$ cat config.mk
export PLATFORM = sky130hd
export DESIGN_NAME = hazard_fwd_unit
export DESIGN_NICKNAME = d
export VERILOG_FILES = /design/src/rtl/hazard_pkg.sv /design/src/rtl/mc_scoreboard.sv /design/src/rtl/hazard_fwd_unit.sv
export SDC_FILE = /design/constraint.sdc
export NUM_CORES = 1
export LEC_CHECK = 0
export CORE_UTILIZATION = 46
export CTS_CLUSTER_SIZE = 25
export DETAILED_ROUTE_END_ITERATION = 12
export PLACE_DENSITY_LB_ADDON = 0.2
export SETUP_SLACK_MARGIN = 0.5
export SLEW_MARGIN = 30
export SYNTH_ARGS = -nofsm -noshare
export SYNTH_HDL_FRONTEND = slang
export SYNTH_SLANG_ARGS = --single-unit
$ cat constraint.sdc
create_clock -name clk -period 3.5 [get_ports clk]
set_input_delay 0.875 -clock clk [delete_from_list [all_inputs] [get_ports clk]]
set_output_delay 0.875 -clock clk [all_outputs]
set_load 0.02 [all_outputs]
$ cat src/rtl/hazard_pkg.sv
`default_nettype none
// +-----------------------------------------------------------------------+
// | hazard_pkg                                                            |
// | Shared constants for the pipeline hazard/forwarding controller.       |
// | Rev 1.0 - initial release                                             |
// +-----------------------------------------------------------------------+
package hazard_pkg;

  localparam int REG_AW_DEFAULT = 5;

  localparam logic [1:0] FWD_RF  = 2'd0;
  localparam logic [1:0] FWD_WB  = 2'd1;
  localparam logic [1:0] FWD_MEM = 2'd2;
  localparam logic [1:0] FWD_MC  = 2'd3;

endpackage
`default_nettype wire

$ cat src/rtl/mc_scoreboard.sv
`default_nettype none
// +-----------------------------------------------------------------------+
// | mc_scoreboard                                                         |
// | Tracks the single in-flight multicycle op: countdown, destination     |
// | register and the one-cycle write-back pulse.                          |
// | Rev 1.0 - initial release                                             |
// +-----------------------------------------------------------------------+
module mc_scoreboard
  import hazard_pkg::*;
#(
  parameter int REG_AW = REG_AW_DEFAULT,
  parameter int MC_LAT = 4
) (
  input  logic              clk,
  input  logic              rst,
  input  logic              mc_issue,
  input  logic [REG_AW-1:0] mc_dest,
  output logic [REG_AW-1:0] mc_reg,
  output logic              mc_busy,
  output logic              mc_wb_valid
);

  localparam int                 C_CNT_BITS = $clog2(MC_LAT + 1);
  localparam logic [C_CNT_BITS-1:0] C_LAT   = C_CNT_BITS'(MC_LAT);
  localparam logic [C_CNT_BITS-1:0] C_ONE   = C_CNT_BITS'(1);

  logic [C_CNT_BITS-1:0] r_mc_cnt;
  logic [REG_AW-1:0]     r_mc_reg;
  logic                  r_mc_wb_valid;

  // Pulse is registered off the 1->0 step, so issue may reuse the pulse cycle.
  always_ff @(posedge clk or negedge rst) begin
    if (!rst) begin
      r_mc_cnt      <= '0;
      r_mc_reg      <= '0;
      r_mc_wb_valid <= 1'b0;
    end else begin
      r_mc_wb_valid <= (r_mc_cnt == C_ONE);
      if (mc_issue && (r_mc_cnt == '0)) begin
        r_mc_cnt <= C_LAT;
        r_mc_reg <= mc_dest;
      end else if (r_mc_cnt != '0) begin
        r_mc_cnt <= r_mc_cnt - C_ONE;
      end
    end
  end

  assign mc_reg      = r_mc_reg;
  assign mc_busy     = (r_mc_cnt != '0);
  assign mc_wb_valid = r_mc_wb_valid;

`ifndef SYNTHESIS
  a_no_issue_when_busy: assert property (@(posedge clk) disable iff (!rst)
    !(mc_issue && (r_mc_cnt != '0)));
`endif

endmodule
`default_nettype wire

$ cat src/rtl/hazard_fwd_unit.sv
`default_nettype none
// +-----------------------------------------------------------------------+
// | hazard_fwd_unit                                                       |
// | Forwarding selects, load-use / multicycle / branch stalls, control    |
// | flush and saturating stall counter. HAZARD_BRANCH_FWD_EN enables MEM  |
// | forwarding into the ID branch comparator.                             |
// | Rev 1.0 - initial release                                             |
// +-----------------------------------------------------------------------+
module hazard_fwd_unit
  import hazard_pkg::*;
#(
  parameter int REG_AW = REG_AW_DEFAULT,
  parameter int MC_LAT = 4,
  parameter int CNT_W  = 32
) (
  input  logic              clk,
  input  logic              rst,
  input  logic              id_valid,
  input  logic [REG_AW-1:0] id_rs,
  input  logic [REG_AW-1:0] id_rt,
  input  logic              id_uses_rs,
  input  logic              id_uses_rt,
  input  logic              id_wr_en,
  input  logic [REG_AW-1:0] id_wr_reg,
  input  logic              id_is_branch,
  input  logic              id_branch_taken,
  input  logic              id_is_jump,
  input  logic              id_is_mc,
  input  logic              ex_valid,
  input  logic [REG_AW-1:0] ex_rs,
  input  logic [REG_AW-1:0] ex_rt,
  input  logic              ex_mem_read,
  input  logic              ex_reg_write,
  input  logic [REG_AW-1:0] ex_write_reg,
  input  logic              mem_reg_write,
  input  logic [REG_AW-1:0] mem_write_reg,
  input  logic              wb_reg_write,
  input  logic [REG_AW-1:0] wb_write_reg,
  input  logic              mc_issue,
  input  logic [REG_AW-1:0] mc_dest,
  output logic [1:0]        forward_a,
  output logic [1:0]        forward_b,
  output logic              pc_write,
  output logic              ifid_write,
  output logic              idex_bubble,
  output logic              ifid_flush,
  output logic              mc_busy,
  output logic              mc_wb_valid,
`ifdef HAZARD_BRANCH_FWD_EN
  output logic              fwd_id_a,
  output logic              fwd_id_b,
`endif
  output logic [CNT_W-1:0]  stall_cycles
);

  logic [REG_AW-1:0] w_mc_reg;
  logic              w_mc_busy;
  logic              w_mc_wb_valid;

  mc_scoreboard #(
    .REG_AW (REG_AW),
    .MC_LAT (MC_LAT)
  ) u_mc_scoreboard (
    .clk         (clk),
    .rst         (rst),
    .mc_issue    (mc_issue),
    .mc_dest     (mc_dest),
    .mc_reg      (w_mc_reg),
    .mc_busy     (w_mc_busy),
    .mc_wb_valid (w_mc_wb_valid)
  );

  logic [REG_AW-1:0] w_ex_src [2];
  logic [1:0]        w_fwd    [2];

  assign w_ex_src[0] = ex_rs;
  assign w_ex_src[1] = ex_rt;

  for (genvar gi = 0; gi < 2; gi++) begin : g_fwd
    always_comb begin
      w_fwd[gi] = FWD_RF;
      if (w_ex_src[gi] != '0) begin
        if (mem_reg_write && (mem_write_reg == w_ex_src[gi]))
          w_fwd[gi] = FWD_MEM;
        else if (w_mc_wb_valid && (w_mc_reg == w_ex_src[gi]))
          w_fwd[gi] = FWD_MC;
        else if (wb_reg_write && (wb_write_reg == w_ex_src[gi]))
          w_fwd[gi] = FWD_WB;
      end
    end
  end

  assign forward_a = w_fwd[0];
  assign forward_b = w_fwd[1];

  // Source-read flags exclude r0, which never creates a dependence.
  logic w_rs_used, w_rt_used;
  logic w_rs_ex, w_rt_ex, w_rs_mem, w_rt_mem;
  logic w_load_use, w_mc_hazard, w_br_hazard, w_stall;

  assign w_rs_used = id_uses_rs && (id_rs != '0);
  assign w_rt_used = id_uses_rt && (id_rt != '0);
  assign w_rs_ex   = w_rs_used && (id_rs == ex_write_reg);
  assign w_rt_ex   = w_rt_used && (id_rt == ex_write_reg);
  assign w_rs_mem  = w_rs_used && (id_rs == mem_write_reg);
  assign w_rt_mem  = w_rt_used && (id_rt == mem_write_reg);

  assign w_load_use = ex_valid && ex_mem_read && ex_reg_write && (w_rs_ex || w_rt_ex);

  assign w_mc_hazard = w_mc_busy &&
                       ((w_rs_used && (id_rs == w_mc_reg)) ||
                        (w_rt_used && (id_rt == w_mc_reg)) ||
                        (id_wr_en && (id_wr_reg == w_mc_reg)) ||
                        id_is_mc);

`ifdef HAZARD_BRANCH_FWD_EN
  logic w_br_ex_alu, w_br_ex_ld, w_br_mem_ld;
  logic r_br_ld_pend;

  assign w_br_ex_alu = id_is_branch && ex_valid && ex_reg_write && !ex_mem_read &&
                       (w_rs_ex || w_rt_ex);
  assign w_br_ex_ld  = id_is_branch && ex_valid && ex_reg_write && ex_mem_read &&
                       (w_rs_ex || w_rt_ex);
  // Second stall cycle: the load has moved to MEM but its data is not ready yet.
  assign w_br_mem_ld = r_br_ld_pend && id_is_branch && mem_reg_write && (w_rs_mem || w_rt_mem);
  assign w_br_hazard = w_br_ex_alu || w_br_ex_ld || w_br_mem_ld;

  always_ff @(posedge clk or negedge rst) begin
    if (!rst) r_br_ld_pend <= 1'b0;
    else      r_br_ld_pend <= id_valid && w_br_ex_ld;
  end

  assign fwd_id_a = id_valid && id_is_branch && mem_reg_write && w_rs_mem;
  assign fwd_id_b = id_valid && id_is_branch && mem_reg_write && w_rt_mem;
`else
  // Comparator reads the regfile only: wait until the producer reaches WB.
  assign w_br_hazard = id_is_branch &&
                       ((ex_valid && ex_reg_write && (w_rs_ex || w_rt_ex)) ||
                        (mem_reg_write && (w_rs_mem || w_rt_mem)));
`endif

  assign w_stall = id_valid && (w_load_use || w_mc_hazard || w_br_hazard);

  assign pc_write    = !w_stall;
  assign ifid_write  = !w_stall;
  assign idex_bubble = w_stall;
  assign ifid_flush  = !w_stall && id_valid &&
                       (id_is_jump || (id_is_branch && id_branch_taken));

  assign mc_busy     = w_mc_busy;
  assign mc_wb_valid = w_mc_wb_valid;

  logic [CNT_W-1:0] r_stall_cycles;

  always_ff @(posedge clk or negedge rst) begin
    if (!rst)
      r_stall_cycles <= '0;
    else if (w_stall && (r_stall_cycles != '1))
      r_stall_cycles <= r_stall_cycles + CNT_W'(1);
  end

  assign stall_cycles = r_stall_cycles;

endmodule
`default_nettype wire

==> flow_metrics.tcl <==
set metrics [dict create \
    synth_ff_type "dfrtp_1" \
    min_from "u_mc_scoreboard.r_mc_cnt[2]" \
    postCtsHoldBufs 0 \
    holdWs_ps 477 \
    place_inst 488 \
    r2r_slack_ps 950 \
    fillers 465 \
    antenna_cells 0 \
    setup-violations-final 0 \
    cts_tree "yes" \
    routedWlPerCell_um 16.8 \
    layout-drive-gt1-share 0.237 \
    drtIter0Drc 125 \
    final_cells 497 \
    critPathKind "in2out" \
    clk_latency_ps 290 \
    first_pass_iters 4 \
    cts_buffer_depth 2 \
    grt_max_degree 42 \
    place_area_mm2 0.00418 \
    grt-ovfl-total 0 \
    peakVddDrop_uv 490 \
    fin_crit_sh 0.946 \
    cpMaxStageDelayCell "or4_4" \
    synthesis.nets 361 \
    cp_max_fo 3 \
    grt.total_usage 0.254 \
    hold_depth 1 \
    timing.rr.end "stall_cycles[10]" \
    r2r_cells 11 \
    ant_nets 0 \
    pin_count 103 \
    hold_violations 0 \
    largest_register_ff_count 32 \
    die-area_mm2 0.00670 \
    slew_violations 0 \
    final_cell_mix "clkdlybuf4s50_1 (59), xnor2_1 (57), dfrtp_1 (41)" \
    die_h_um 81.9 \
    synth_cells 296 \
    cap_violations 0 \
    antenna_found_initial 0 \
    cpLargestDelayFamily "simple AND/OR/NAND/NOR gates" \
    fin_setup_tns_ps 0 \
    synth-warning-count 0 \
    wirelength_um 8340 \
    min_to "u_mc_scoreboard.mc_wb_valid" \
    cts_buffers 5 \
    ys_types 48 \
    cts-root-buf "clkbuf_8" \
    rsz0062_at_grt "yes" \
    fin_area_mm2 0.00434 \
    slowest_delay_ps 530 \
    nets 487 \
    path_clk_slew_ps 80 \
    fp.dieW_um 81.9 \
    gp_congestion 0.914 \
    reg2reg_from "u_mc_scoreboard.r_mc_cnt[0]" \
    power.density_mw_per_mm2 402 \
    vias 2705 \
    end_kind "output pin" \
    synth_area_mm2 0.00293 \
    htree_levels 2 \
    layout_commonest_cell "clkdlybuf4s50_1" \
    fp-row-count 28 \
    async_flop_share 1.00 \
    cp_data_required_time_ps 2620 \
    crit_buf_inv 2 \
    drcViolationCount 0 \
    area_growth_syn_to_layout_pct 48.1 \
    grt_pass1_wl_um 12800 \
    syn_area_per_cell_um2 9.91 \
    leakagePower_nw 1.85 \
    yosysSeqAreaShare 0.350 \
    synth-edff-count 0 \
    worstPathArrival_ps 2430 \
    synth-seq-cells 41 \
    post_drt_via_cell_ratio 5.44 \
    period_needed_ps 3310 \
    start_util 0.487 \
    p_total_mw 1.74 \
    core-area_mm2 0.00603 \
    hp-class "reg2reg" \
    path_cells "buf_6 -> or4_4 -> o21ai_4 -> nor4_2 -> a211oi_2 -> nand3_2 -> nor3_2 -> buf_4" \
    status "finished clean" \
    numPortBuffers 102 \
    grt_pass1_vias 2610 \
    dp_hpwl_um 6260 \
    cts.sinks 41 \
    setup.worst_path.start_class "input pin" \
    finClkSkew_ps 14.3 \
    slew_headroom 0.648 \
    tightestPinTransition_ps 527 \
    fmax_ghz 0.302 \
]
stage by stage:
step           worst slack (ps)  utilization
2_1_floorplan               334            -
5_1_grt                     112        0.721
3_3_place_gp               -567        0.694
4_1_cts                     137        0.703
3_5_place_dp               -627        0.694
6_report                    190        0.721
report_power, final:
group,leakage (nW),switching (mW),internal [mW],total (mW)
clock network,0.0412,0.160,0.138,0.298
registers,0.546,0.139,0.557,0.696
logic,1.27,0.357,0.393,0.750
worst max-delay path by stage:
stage | startpoint | cells after the start | slack [ps] | to
final | id_rs[2] | 8 | 190 | ifid_flush
after global routing | id_rs[4] | 9 | 110 | ifid_flush
after CTS | id_rs[2] | 8 | 140 | ifid_flush
after detailed placement | id_rt[1] | 8 | -630 | ifid_flush
after global placement | id_rt[1] | 8 | -570 | ifid_flush
after floorplan | id_rt[1] | 6 | 330 | ifid_flush
cell usage after synthesis (all sizes together), types with 5 or more instances:
library cell  instances  share of area
xnor2                57           0.17
dfrtp                41           0.35
xor2                 39           0.12
nand3                24          0.043
and3                 18          0.038
nand4                15          0.036
nor4                 13          0.028
buf                  10          0.029
nand2                10          0.016
nor2                  9          0.012
mux2                  6          0.024
inv                   5         0.0064
nor3                  5          0.010
o21ai                 5          0.011
layer usage:
layer  vias to the layer above  wire, um  track usage
li1                       1293         -            -
met1                      1304      3640        0.326
met2                        94      3940        0.414
met3                        14       618       0.0633
met4                         0       147       0.0825
met5                         -         0            0
worst register-to-register path, cell delays in order (launching register included):
cell and delay (ps):
dfrtp_1 360, inv_1 80, ha_1 230, and2b_2 270
nor4_2 330, a211oi_2 90, nand3_2 110, nand2_4 80
inv_4 80, buf_12 180, or4b_1 490, xnor2_1 140
logic make-up (layout without fill, tap and decap cells):
| logic type | Yosys count | after routing | synth area share |
|---|---|---|---|
| compound gates | 17 | 17 | 0.0444 |
| simple gates | 115 | 115 | 0.239 |
| buf+inv | 17 | 143 | 0.0388 |
| mux | 6 | 6 | 0.0243 |
| flops | 41 | 41 | 0.350 |
| fa+ha+maj | 4 | 4 | 0.0171 |
| xor+xnor | 96 | 96 | 0.287 |
timing repair:
item / CTS / global route
pin swaps: 29 / 17
buffers inserted: 2 / 0
gates resized for setup: 142 / 27
setup endpoints to repair: 11 / 10
cell type report:
type	instances	area, um2	share of cell area
clock inverter	1	8.76	0.00202
tap	75	93.8	0.0216
multi-input combinational	238	1920	0.442
inverter	5	21.3	0.00490
timing repair buffer	131	1200	0.276
clock buffer	6	72.6	0.0167
sequential	41	1030	0.236
No activity file was read; power rests on OpenSTA's default activity.
